File: src/rtl/lsu_mem_master_if.sv
// Bus bundle for the load/store initiator: core request/response channel plus
// the word-wide data memory port.
interface lsu_mem_master_if;
    logic        req_valid;
    logic        req_ready;
    logic        req_we;
    logic [2:0]  req_funct3;
    logic [31:0] req_addr;
    logic [31:0] req_wdata;
    logic        resp_valid;
    logic [31:0] resp_rdata;
    logic        resp_err;
    logic        mem_we;
    logic [31:0] mem_addr;
    logic [31:0] mem_wdata;
    logic [31:0] mem_rdata;

    modport master (
        input  req_valid, req_we, req_funct3, req_addr, req_wdata, mem_rdata,
        output req_ready, resp_valid, resp_rdata, resp_err, mem_we, mem_addr, mem_wdata
    );

    modport slave (
        output req_valid, req_we, req_funct3, req_addr, req_wdata, mem_rdata,
        input  req_ready, resp_valid, resp_rdata, resp_err, mem_we, mem_addr, mem_wdata
    );
endinterface

File: src/rtl/lsu_mem_master.sv
// Load/store initiator: one RV32I load/store per handshake against a word-wide,
// little-endian memory; sub-word stores are done as read-modify-write.
module lsu_mem_master #(
    parameter logic [31:0] ADDR_LIMIT = 32'h0000_0400
) (
    input  logic             clk,
    input  logic             rst,
    lsu_mem_master_if.master bus
);

    typedef enum logic [2:0] {
        IDLE   = 3'd0,
        RD     = 3'd1,
        RMW_RD = 3'd2,
        WR     = 3'd3,
        RESP   = 3'd4
    } state_t;

    localparam logic [2:0] F3_B  = 3'b000;
    localparam logic [2:0] F3_H  = 3'b001;
    localparam logic [2:0] F3_W  = 3'b010;
    localparam logic [2:0] F3_BU = 3'b100;
    localparam logic [2:0] F3_HU = 3'b101;

    state_t      state_r;
    state_t      state_s;
    logic        we_r;
    logic [2:0]  funct3_r;
    logic [31:0] addr_r;
    logic [31:0] wdata_r;
    logic [31:0] rd_word_r;
    logic        resp_valid_r;
    logic        resp_err_r;
    logic [31:0] resp_rdata_r;
    logic        req_err_s;
    logic [31:0] word_addr_s;

    // Illegal encoding, misalignment for the access size, or out-of-range address.
    function automatic logic req_error(input logic we, input logic [2:0] f3,
                                       input logic [31:0] addr);
        logic e;
        case (f3)
            F3_B:    e = 1'b0;
            F3_H:    e = addr[0];
            F3_W:    e = (addr[1:0] != 2'b00);
            F3_BU:   e = we;
            F3_HU:   e = we | addr[0];
            default: e = 1'b1;
        endcase
        return e | (addr >= ADDR_LIMIT);
    endfunction

    function automatic logic [31:0] load_extend(input logic [31:0] word, input logic [2:0] f3,
                                                input logic [1:0] lane);
        logic [7:0]  b;
        logic [15:0] h;
        logic [31:0] r;
        b = 8'(word >> {lane, 3'b000});
        h = 16'(word >> {lane[1], 4'b0000});
        case (f3)
            F3_B:    r = {{24{b[7]}}, b};
            F3_H:    r = {{16{h[15]}}, h};
            F3_W:    r = word;
            F3_BU:   r = {24'h00_0000, b};
            F3_HU:   r = {16'h0000, h};
            default: r = 32'h0000_0000;
        endcase
        return r;
    endfunction

    // Untouched lanes keep the value captured during the read phase.
    function automatic logic [31:0] store_merge(input logic [31:0] old, input logic [31:0] wdata,
                                                input logic [2:0] f3, input logic [1:0] lane);
        logic [31:0] mask;
        case (f3)
            F3_B:    mask = 32'h0000_00FF << {lane, 3'b000};
            F3_H:    mask = 32'h0000_FFFF << {lane[1], 4'b0000};
            default: mask = 32'hFFFF_FFFF;
        endcase
        return (old & ~mask) | ((wdata << {lane, 3'b000}) & mask);
    endfunction

    assign req_err_s       = req_error(bus.req_we, bus.req_funct3, bus.req_addr);
    assign word_addr_s     = {addr_r[31:2], 2'b00};
    assign bus.resp_valid  = resp_valid_r;
    assign bus.resp_err    = resp_err_r;
    assign bus.resp_rdata  = resp_rdata_r;

    // FSM state register.
    always_ff @(posedge clk) begin
        if (!rst) begin
            state_r <= IDLE;
        end else begin
            state_r <= state_s;
        end
    end

    // Next state plus handshake and memory-port outputs; reset gates ready and write.
    always_comb begin
        state_s       = state_r;
        bus.req_ready = 1'b0;
        bus.mem_we    = 1'b0;
        bus.mem_addr  = 32'h0000_0000;
        bus.mem_wdata = 32'h0000_0000;
        if (!rst) begin
            state_s = IDLE;
        end else begin
            case (state_r)
                IDLE: begin
                    bus.req_ready = 1'b1;
                    if (bus.req_valid) begin
                        if (req_err_s) begin
                            state_s = RESP;
                        end else if (!bus.req_we) begin
                            state_s = RD;
                        end else if (bus.req_funct3 == F3_W) begin
                            state_s = WR;
                        end else begin
                            state_s = RMW_RD;
                        end
                    end else begin
                        state_s = IDLE;
                    end
                end
                RD: begin
                    state_s      = RESP;
                    bus.mem_addr = word_addr_s;
                end
                RMW_RD: begin
                    state_s      = WR;
                    bus.mem_addr = word_addr_s;
                end
                WR: begin
                    state_s       = RESP;
                    bus.mem_we    = 1'b1;
                    bus.mem_addr  = word_addr_s;
                    bus.mem_wdata = (funct3_r == F3_W) ? wdata_r
                                    : store_merge(rd_word_r, wdata_r, funct3_r, addr_r[1:0]);
                end
                RESP:    state_s = IDLE;
                default: state_s = IDLE;
            endcase
        end
    end

    // Request latch, read capture and registered response (valid only in RESP).
    always_ff @(posedge clk) begin
        if (!rst) begin
            we_r         <= 1'b0;
            funct3_r     <= 3'b000;
            addr_r       <= 32'h0000_0000;
            wdata_r      <= 32'h0000_0000;
            rd_word_r    <= 32'h0000_0000;
            resp_valid_r <= 1'b0;
            resp_err_r   <= 1'b0;
            resp_rdata_r <= 32'h0000_0000;
        end else begin
            resp_valid_r <= 1'b0;
            resp_err_r   <= 1'b0;
            resp_rdata_r <= 32'h0000_0000;
            case (state_r)
                IDLE: begin
                    if (bus.req_valid) begin
                        we_r         <= bus.req_we;
                        funct3_r     <= bus.req_funct3;
                        addr_r       <= bus.req_addr;
                        wdata_r      <= bus.req_wdata;
                        resp_valid_r <= req_err_s;
                        resp_err_r   <= req_err_s;
                    end else begin
                        we_r <= we_r;
                    end
                end
                RD: begin
                    resp_valid_r <= 1'b1;
                    resp_rdata_r <= load_extend(bus.mem_rdata, funct3_r, addr_r[1:0]);
                end
                RMW_RD:  rd_word_r    <= bus.mem_rdata;
                WR:      resp_valid_r <= 1'b1;
                default: we_r         <= we_r;
            endcase
        end
    end

endmodule

File: src/flat_wrapper.sv
// flat-port wrapper written by rule: the top's interface ports become plain ports
module lsu_mem_master_flat 
#(
    parameter logic [31:0] ADDR_LIMIT = 32'h0000_0400
)
  (clk, rst, bus_req_valid, bus_req_we, bus_req_funct3, bus_req_addr, bus_req_wdata, bus_mem_rdata, bus_req_ready, bus_resp_valid, bus_resp_rdata, bus_resp_err, bus_mem_we, bus_mem_addr, bus_mem_wdata);
  lsu_mem_master_if bus_i ();
  input  logic clk;
  input  logic rst;
  input wire logic [$bits(bus_i.req_valid)-1:0] bus_req_valid;
  input wire logic [$bits(bus_i.req_we)-1:0] bus_req_we;
  input wire logic [$bits(bus_i.req_funct3)-1:0] bus_req_funct3;
  input wire logic [$bits(bus_i.req_addr)-1:0] bus_req_addr;
  input wire logic [$bits(bus_i.req_wdata)-1:0] bus_req_wdata;
  input wire logic [$bits(bus_i.mem_rdata)-1:0] bus_mem_rdata;
  output wire logic [$bits(bus_i.req_ready)-1:0] bus_req_ready;
  output wire logic [$bits(bus_i.resp_valid)-1:0] bus_resp_valid;
  output wire logic [$bits(bus_i.resp_rdata)-1:0] bus_resp_rdata;
  output wire logic [$bits(bus_i.resp_err)-1:0] bus_resp_err;
  output wire logic [$bits(bus_i.mem_we)-1:0] bus_mem_we;
  output wire logic [$bits(bus_i.mem_addr)-1:0] bus_mem_addr;
  output wire logic [$bits(bus_i.mem_wdata)-1:0] bus_mem_wdata;
  assign bus_i.req_valid = bus_req_valid;
  assign bus_i.req_we = bus_req_we;
  assign bus_i.req_funct3 = bus_req_funct3;
  assign bus_i.req_addr = bus_req_addr;
  assign bus_i.req_wdata = bus_req_wdata;
  assign bus_i.mem_rdata = bus_mem_rdata;
  assign bus_req_ready = bus_i.req_ready;
  assign bus_resp_valid = bus_i.resp_valid;
  assign bus_resp_rdata = bus_i.resp_rdata;
  assign bus_resp_err = bus_i.resp_err;
  assign bus_mem_we = bus_i.mem_we;
  assign bus_mem_addr = bus_i.mem_addr;
  assign bus_mem_wdata = bus_i.mem_wdata;
  lsu_mem_master #(.ADDR_LIMIT(ADDR_LIMIT)) u_core (.clk(clk), .rst(rst), .bus(bus_i));
endmodule
File: config.mk
export PLATFORM = sky130hd
export DESIGN_NAME = lsu_mem_master_flat
export DESIGN_NICKNAME = d
export VERILOG_FILES = /design/src/rtl/lsu_mem_master_if.sv /design/src/rtl/lsu_mem_master.sv /design/src/flat_wrapper.sv
export SDC_FILE = /design/constraint.sdc
export NUM_CORES = 1
export LEC_CHECK = 0
export CAP_MARGIN = 10
export CORE_MARGIN = 1.5
export CORE_UTILIZATION = 43
export CTS_CLUSTER_DIAMETER = 200
export DETAILED_ROUTE_END_ITERATION = 10
export PLACE_DENSITY_LB_ADDON = 0.2
export SYNTH_ARGS = -nofsm -noshare
export SYNTH_HDL_FRONTEND = slang
export SYNTH_SLANG_ARGS = --single-unit
File: constraint.sdc
create_clock -name clk -period 1.88 [get_ports clk]
set_clock_uncertainty 0.1 [all_clocks]
set_input_delay 0.376 -clock clk [delete_from_list [all_inputs] [get_ports clk]]
set_output_delay 0.376 -clock clk [all_outputs]
set_load 0.05 [all_outputs]
**Word level (Yosys, flattened, before mapping)**

Index checks and enable logic that the tools add are counted.

- Register bits: 136
- Input bits: 103

- Magnitude comparators: 1
- Equality and inequality tests: 11
- Shift-type cells: 5
- Muxes and demuxes: 21
- Bitwise logic cells: 6
- Reductions and logical operators: 9

Operators with widths:

| kind | number |
|---|---|
| 32-bit 2-to-1 mux | 7 |
| 32-bit one-hot mux with 5 select lines | 1 |
| 32-bit bitwise AND | 2 |
| 32-bit one-hot mux with 2 select lines | 1 |
| 32-bit by 11-bit >= comparator with 1-bit output, second input constant | 1 |
| 32-bit NOT | 1 |
| 32-bit bitwise OR | 1 |
| 16-bit by 5-bit << shifter with 32-bit output, first input constant | 1 |
| 32-bit by 5-bit << shifter with 32-bit output | 1 |
| 8-bit by 5-bit << shifter with 32-bit output, first input constant | 1 |
| 32-bit by 5-bit right shift with 16-bit output | 1 |
| 32-bit by 5-bit right shift with 8-bit output | 1 |
| 3-bit by 2-bit == test with 1-bit output, second input constant | 4 |
| 3-bit == test, second input constant | 4 |
| 3-bit by 1-bit == test with 1-bit output, second input constant | 3 |
| 3-bit zero test | 3 |
| 3-bit 2-to-1 mux | 3 |
| 3-bit one-hot mux with 3 select lines | 1 |
| 1-bit 2-to-1 mux | 6 |
| 2-bit AND reduction | 3 |
| 1-bit one-hot mux with 5 select lines | 1 |
| 3-bit OR reduction | 1 |
| 1-bit bitwise OR | 2 |
| 1-bit one-hot mux with 2 select lines | 1 |
| other kinds (2) | 2 |

**Logic depth before layout (Yosys ltp)**

- Depth after elaboration: 10
- Depth in mapped cells: 7
- Gate-level depth less buffers: 5

**Least setup slack after synthesis**

No wires, ideal clock.

- Path kind: reg2out
- From: register u_core.funct3_r[0]
- To: output port bus_mem_wdata[12]
- Arrival: 2.305 ns
- Path slack: -0.901 ns
- Cell stages (with the launch flop): 6
- Buffers on the path: 3
- Cell sequence: dfxtp_1 buf_4 or3b_1 buf_2 clkbuf_1 a211oi_1

- Longest elaborated chain between the ends: 10
- Elaborated cells on any way between the ends: 13
- Those cells by class: 2 x eq/ne; 6 x mux; 4 x bitwise; 1 x reduce/logical

RTL lines:

| element | line | text |
|---|---|---|
| from (decl) | lsu_mem_master.sv:28 | `logic [2:0] funct3_r;` |
| from (signal assigned) | lsu_mem_master.sv:165 | `funct3_r <= bus.req_funct3;` |
| 3-bit by 1-bit == test with 1-bit output / 3-bit zero test (equally long branches) | lsu_mem_master.sv:75 | `case (f3)` |
| 32-bit one-hot mux with 2 select lines | lsu_mem_master.sv:75 |  |
| 32-bit 2-to-1 mux | lsu_mem_master.sv:108 | `case (state_r)` |
| 32-bit 2-to-1 mux | lsu_mem_master.sv:105 | `if (!rst) begin` |
| 32-bit NOT | lsu_mem_master.sv:80 | `return (old & ~mask) \| ((wdata << {lane, 3'b000}) & mask);` |
| 32-bit bitwise AND | lsu_mem_master.sv:80 |  |
| 32-bit bitwise OR | lsu_mem_master.sv:80 |  |
| 32-bit 2-to-1 mux (*) | lsu_mem_master.sv:137 | `bus.mem_wdata = (funct3_r == F3_W) ? wdata_r` |
| 32-bit 2-to-1 mux (*) | lsu_mem_master.sv:108 |  |
| 32-bit 2-to-1 mux (*) | lsu_mem_master.sv:105 |  |
| to (decl) | flat_wrapper.sv:22 | `output wire logic [$bits(bus_i.mem_wdata)-1:0] bus_mem_wdata;` |

Every way passes the cells marked *; elsewhere a longest branch is shown, timed or not. The select of a mux whose other input is x is not followed.

**Worst setup path after layout**

- From: register u_core.funct3_r[1]
- To: output port bus_mem_wdata[15]

Same word-level chain as after synthesis.

==> flow_results.org <==
** STA
- The number of pins exceeding their max-slew limit in the final report is 0.
- F_max :: 0.406 GHz
- Hold Worst Slack :: 0.351 ns
- Headroom to the max-slew limit :: 43.6%
- # setup viols final :: 80
- The number of failing hold endpoints at the final stage was 0.
- RSZ-0062 raised after global routing :: yes
- The final critical path takes up 131% of the cycle.
- Setup slack on the critical path of the routed design comes to -0.584 ns.
- After routing, the total negative slack on setup checks comes to -27.32 ns.
- Final period demand of the worst path :: 2.46 ns
- Actual slew at the worst max-slew pin :: 0.846 ns

** Clock tree
- CTS tree :: yes
- The longest clock path from root to sink contains 2 buffers.
- Clock latency at the later pin of the worst-skew pair :: 0.42 ns
- The tree is rooted in a sky130_fd_sc_hd__clkbuf_16.
- Clock H-tree levels :: 4
- Clock-pin slew was measured on the worst setup and hold paths at 0.06 ns.
- Counting the buffers created by CTS gives 17.
- CTS Sinks :: 136
- Hold-fix buffer count after cts :: 0

** Outcome
- The checks that failed: negative setup slack.
- The flow ran to the end, but the final reports show violations.

** Critical path
- Worst path slowest cell :: sky130_fd_sc_hd__dfxtp_2
- Buffering stage count on the worst path with inverters included :: 3
- Max stage delay on crit path :: 0.34 ns
- Setup crit end kind :: primary output
- Cell with the most instances on the worst path :: sky130_fd_sc_hd__buf_6
- Launch point of the worst path :: u_core.funct3_r[1]
- In this design, the largest share of critical-path delay is due to compound AO/OA/AOI/OAI gates.
- Required time at the worst-slack endpoint :: about 1.4 ns
- CP Data Arrival Time :: 1.99 ns
- Setup slack, reg-to-reg :: -0.15 ns
- In this run the worst path has a maximum fanout of 8.
- The worst setup path is launched from a register.
- Worst path cell trace :: buf_6 > nor2_4 > buf_6 > o21ai_4 > mux2i_2 > a211oi_4 > buf_12
- Worst flop-to-flop path startpoint :: u_core.addr_r[1]
- The critical path is of the register to primary output type.

** Pwr
- For this design the ratio of total power to cell area is between 600 and 700 nW/um^2.
- Internal power comes to 5.73 mW.
- Sw power :: 2.18 mW
- The worst-case IR drop observed on VDD is 0.000590 V.
- Sequential cell fraction of total power :: 38.9%
- Power share of the clock group :: 41.4%
- Switch share :: approximately 28%
- Total power :: 7.90 mW
- Combinational cells account for between 15 and 20% of the total power.
- Pleak :: between 4 and 5 nW

** GRT
- Vias in the first global route :: 7357
- Aggregate global-route resource usage :: 30.9%
- For this run the aggregate overflow at the end of global routing stands at 0.
- The initial antenna violation count came to 1.
- First-pass GRT wire length :: 38.7 mm
- Entering global routing, the biggest net connects 100 pins.

** Layout
- Leaving out fill and tap cells, the most frequent cell in the layout is sky130_fd_sc_hd__nand2_1.
- Of the cells placed in the final design, the portion with a size suffix greater than 1 is 37.5%.
- Count of inserted antenna diode cells :: 0
- Once layout is complete, the utilization of the core stands at 79.3%.
- Filler Cell Count :: 892
- Layout Nets :: 1210
- Synth-to-Final Area Change :: 80.2%
- Commonest cells after routing, fill and taps aside :: 224 x sky130_fd_sc_hd__nand2_1, 128 x sky130_fd_sc_hd__dfxtp_1, 125 x sky130_fd_sc_hd__buf_4

** Flow run
- Reported max-cap violation count :: 0

** Route
- The first detailed-routing pass ran for 8 iterations.
- Wire length reported by the detailed router :: around 26 mm
- After detailed routing, the number of vias per cell comes to 5.72.
- Antenna-violating nets left :: 0
- In the final routed layout, each cell accounts on average for 19.8 microns.
- Routed via count :: 7480
- In this run, the number of DRC markers left after iteration 0 of detailed routing was 661.
- Remaining DRCs :: 0

** Synthesis
- Synth area leaders :: sky130_fd_sc_hd__dfxtp_1 41%, sky130_fd_sc_hd__nand2_1 13%, sky130_fd_sc_hd__a21boi_0 8.7%
- The synthesized netlist occupies a cell area of 6670 sq um.
- For this run, the number of Yosys warnings is 0.
- After synthesis, the netlist uses 48 different library cells.
- Synthesis inferred 136 register bits.
- Share of synthesized area occupied by flip-flops and latches :: 40.8%
- Synthesis produced a netlist whose cell count is 820.
- A synthesized cell averages a little over 8 sq um.
- Library cell with the largest summed area after synthesis :: sky130_fd_sc_hd__dfxtp_1
- Share of the synthesized area in the top cell type :: 40.8%

** Die
- The floorplan step defined a core boundary enclosing 15100 sq um.
- Initial core utilization :: between 40% and 50%
- The die covers 16300 sq um.
- For this design the top-level I/O count stands at 203.
- The die is 128 microns tall.
- The floorplan has 45 rows.
- Die boundary width :: 128 microns

** Placement
- Sum of net half-perimeters after detailed placement :: 16.3 mm
- Final GP Congestion :: 0.879
- At the placement stage, the worst setup path has a slack of -0.386 ns.
- Port bufs :: 200

** Hold path
- Classification of the worst-slack hold path :: register to register
- In this run the most critical hold path is launched from u_core.addr_r[23].
state kept, by name, indices dropped and copies added (netlist names):
register / count
u_core.wdata_r: 32
u_core.addr_r: 32
u_core.state_r: 3
u_core.bus.resp_valid: 1
u_core.bus.resp_rdata: 32
u_core.bus.resp_err: 1
u_core.rd_word_r: 32
u_core.funct3_r: 3
routing by layer:
metal  up-vias  part of all wire, %  global-route usage, %
li1       3403                    -                      -
met1      3557                   36                   33.3
met2       402                   50                   54.4
met3       118                  8.8                   9.97
met4         0                  5.3                   15.4
met5         -                    0                      0
worst paths after layout:
kind | cells past startpoint | to
setup / recovery | 7 | bus_mem_wdata[15]
hold / removal | 2 | u_core.addr_r[23]
setup reg to reg | 8 | u_core.bus.resp_rdata[0]
hold reg to reg | 2 | u_core.addr_r[23]
worst min-delay path, cell delays in order, from the launching register on:
cell and delay, ns:
sky130_fd_sc_hd__dfxtp_1 0.31, sky130_fd_sc_hd__nand2_1 0.05, sky130_fd_sc_hd__a21boi_1 0.05
cell usage after synthesis (all sizes together):
library cell	instances
mux2i	32
nor2b	2
a22o	7
a21oi	33
o22ai	2
nor4b	2
or4b	1
or3b	3
clkbuf	36
a222oi	8
or4	1
nand3	3
nor3b	3
nand3b	3
a211oi	8
nand2	225
a21boi	107
nand4	1
inv	10
mux2	7
nand2b	3
o21ai	26
a21o	1
a2bb2oi	8
a22oi	17
nor3	2
o21a	3
nor2	41
and3	1
dfxtp	136
and2	31
nor4	7
a31oi	8
mux4	2
conb	1
buf	31
a211o	8
kinds of logic after synthesis:
| group | share of synthesized area [%] |
|---|---|
| AND/OR/NAND/NOR | 21.7 |
| AO/OA/AOI/OAI | 25.2 |
| flip-flops | 40.8 |
| buffers and inverters | 5.63 |
| multiplexers | 6.66 |
| other | 0.0562 |
power groups by stage:
stage / Combinational (mW) / Clock (mW) / Sequential [mW]
2_1_floorplan: 0.692 / 0 / 3.09
3_3_place_gp: 1.24 / 0 / 3.11
3_5_place_dp: 1.26 / 0 / 3.11
4_1_cts: 1.43 / 3.31 / 3.06
5_1_grt: 1.64 / 3.44 / 3.08
6_report: 1.56 / 3.27 / 3.07
metrics by stage:
| stage | std cells | cell area, sq um |
|---|---|---|
| final | 1308 | 12000 |
| after global routing | 1308 | 12000 |
| after CTS | 1306 | 11800 |
| after detailed placement | 1255 | 10600 |
| after global placement | 1255 | 10600 |
| after floorplan | 821 | 7200 |
timing repair:
item,4_1_cts,5_1_grt
cloned,7,0
setup buffers,17,8
pin swaps,55,44
endpoints found under the setup margin,72,87
gates resized for setup,118,54
layout make-up:
cell class / instances / area, sq um / area share, %
timing repair buffer: 332 / 3900 / 32.4
tap: 188 / 235 / 1.96
inverter: 10 / 42.5 / 0.354
sequential: 136 / 2740 / 22.8
clock buffer: 18 / 429 / 3.57
clock inverter: 14 / 149 / 1.24
multi-input combinational: 610 / 4520 / 37.6
(Power assumes the default switching activity.)
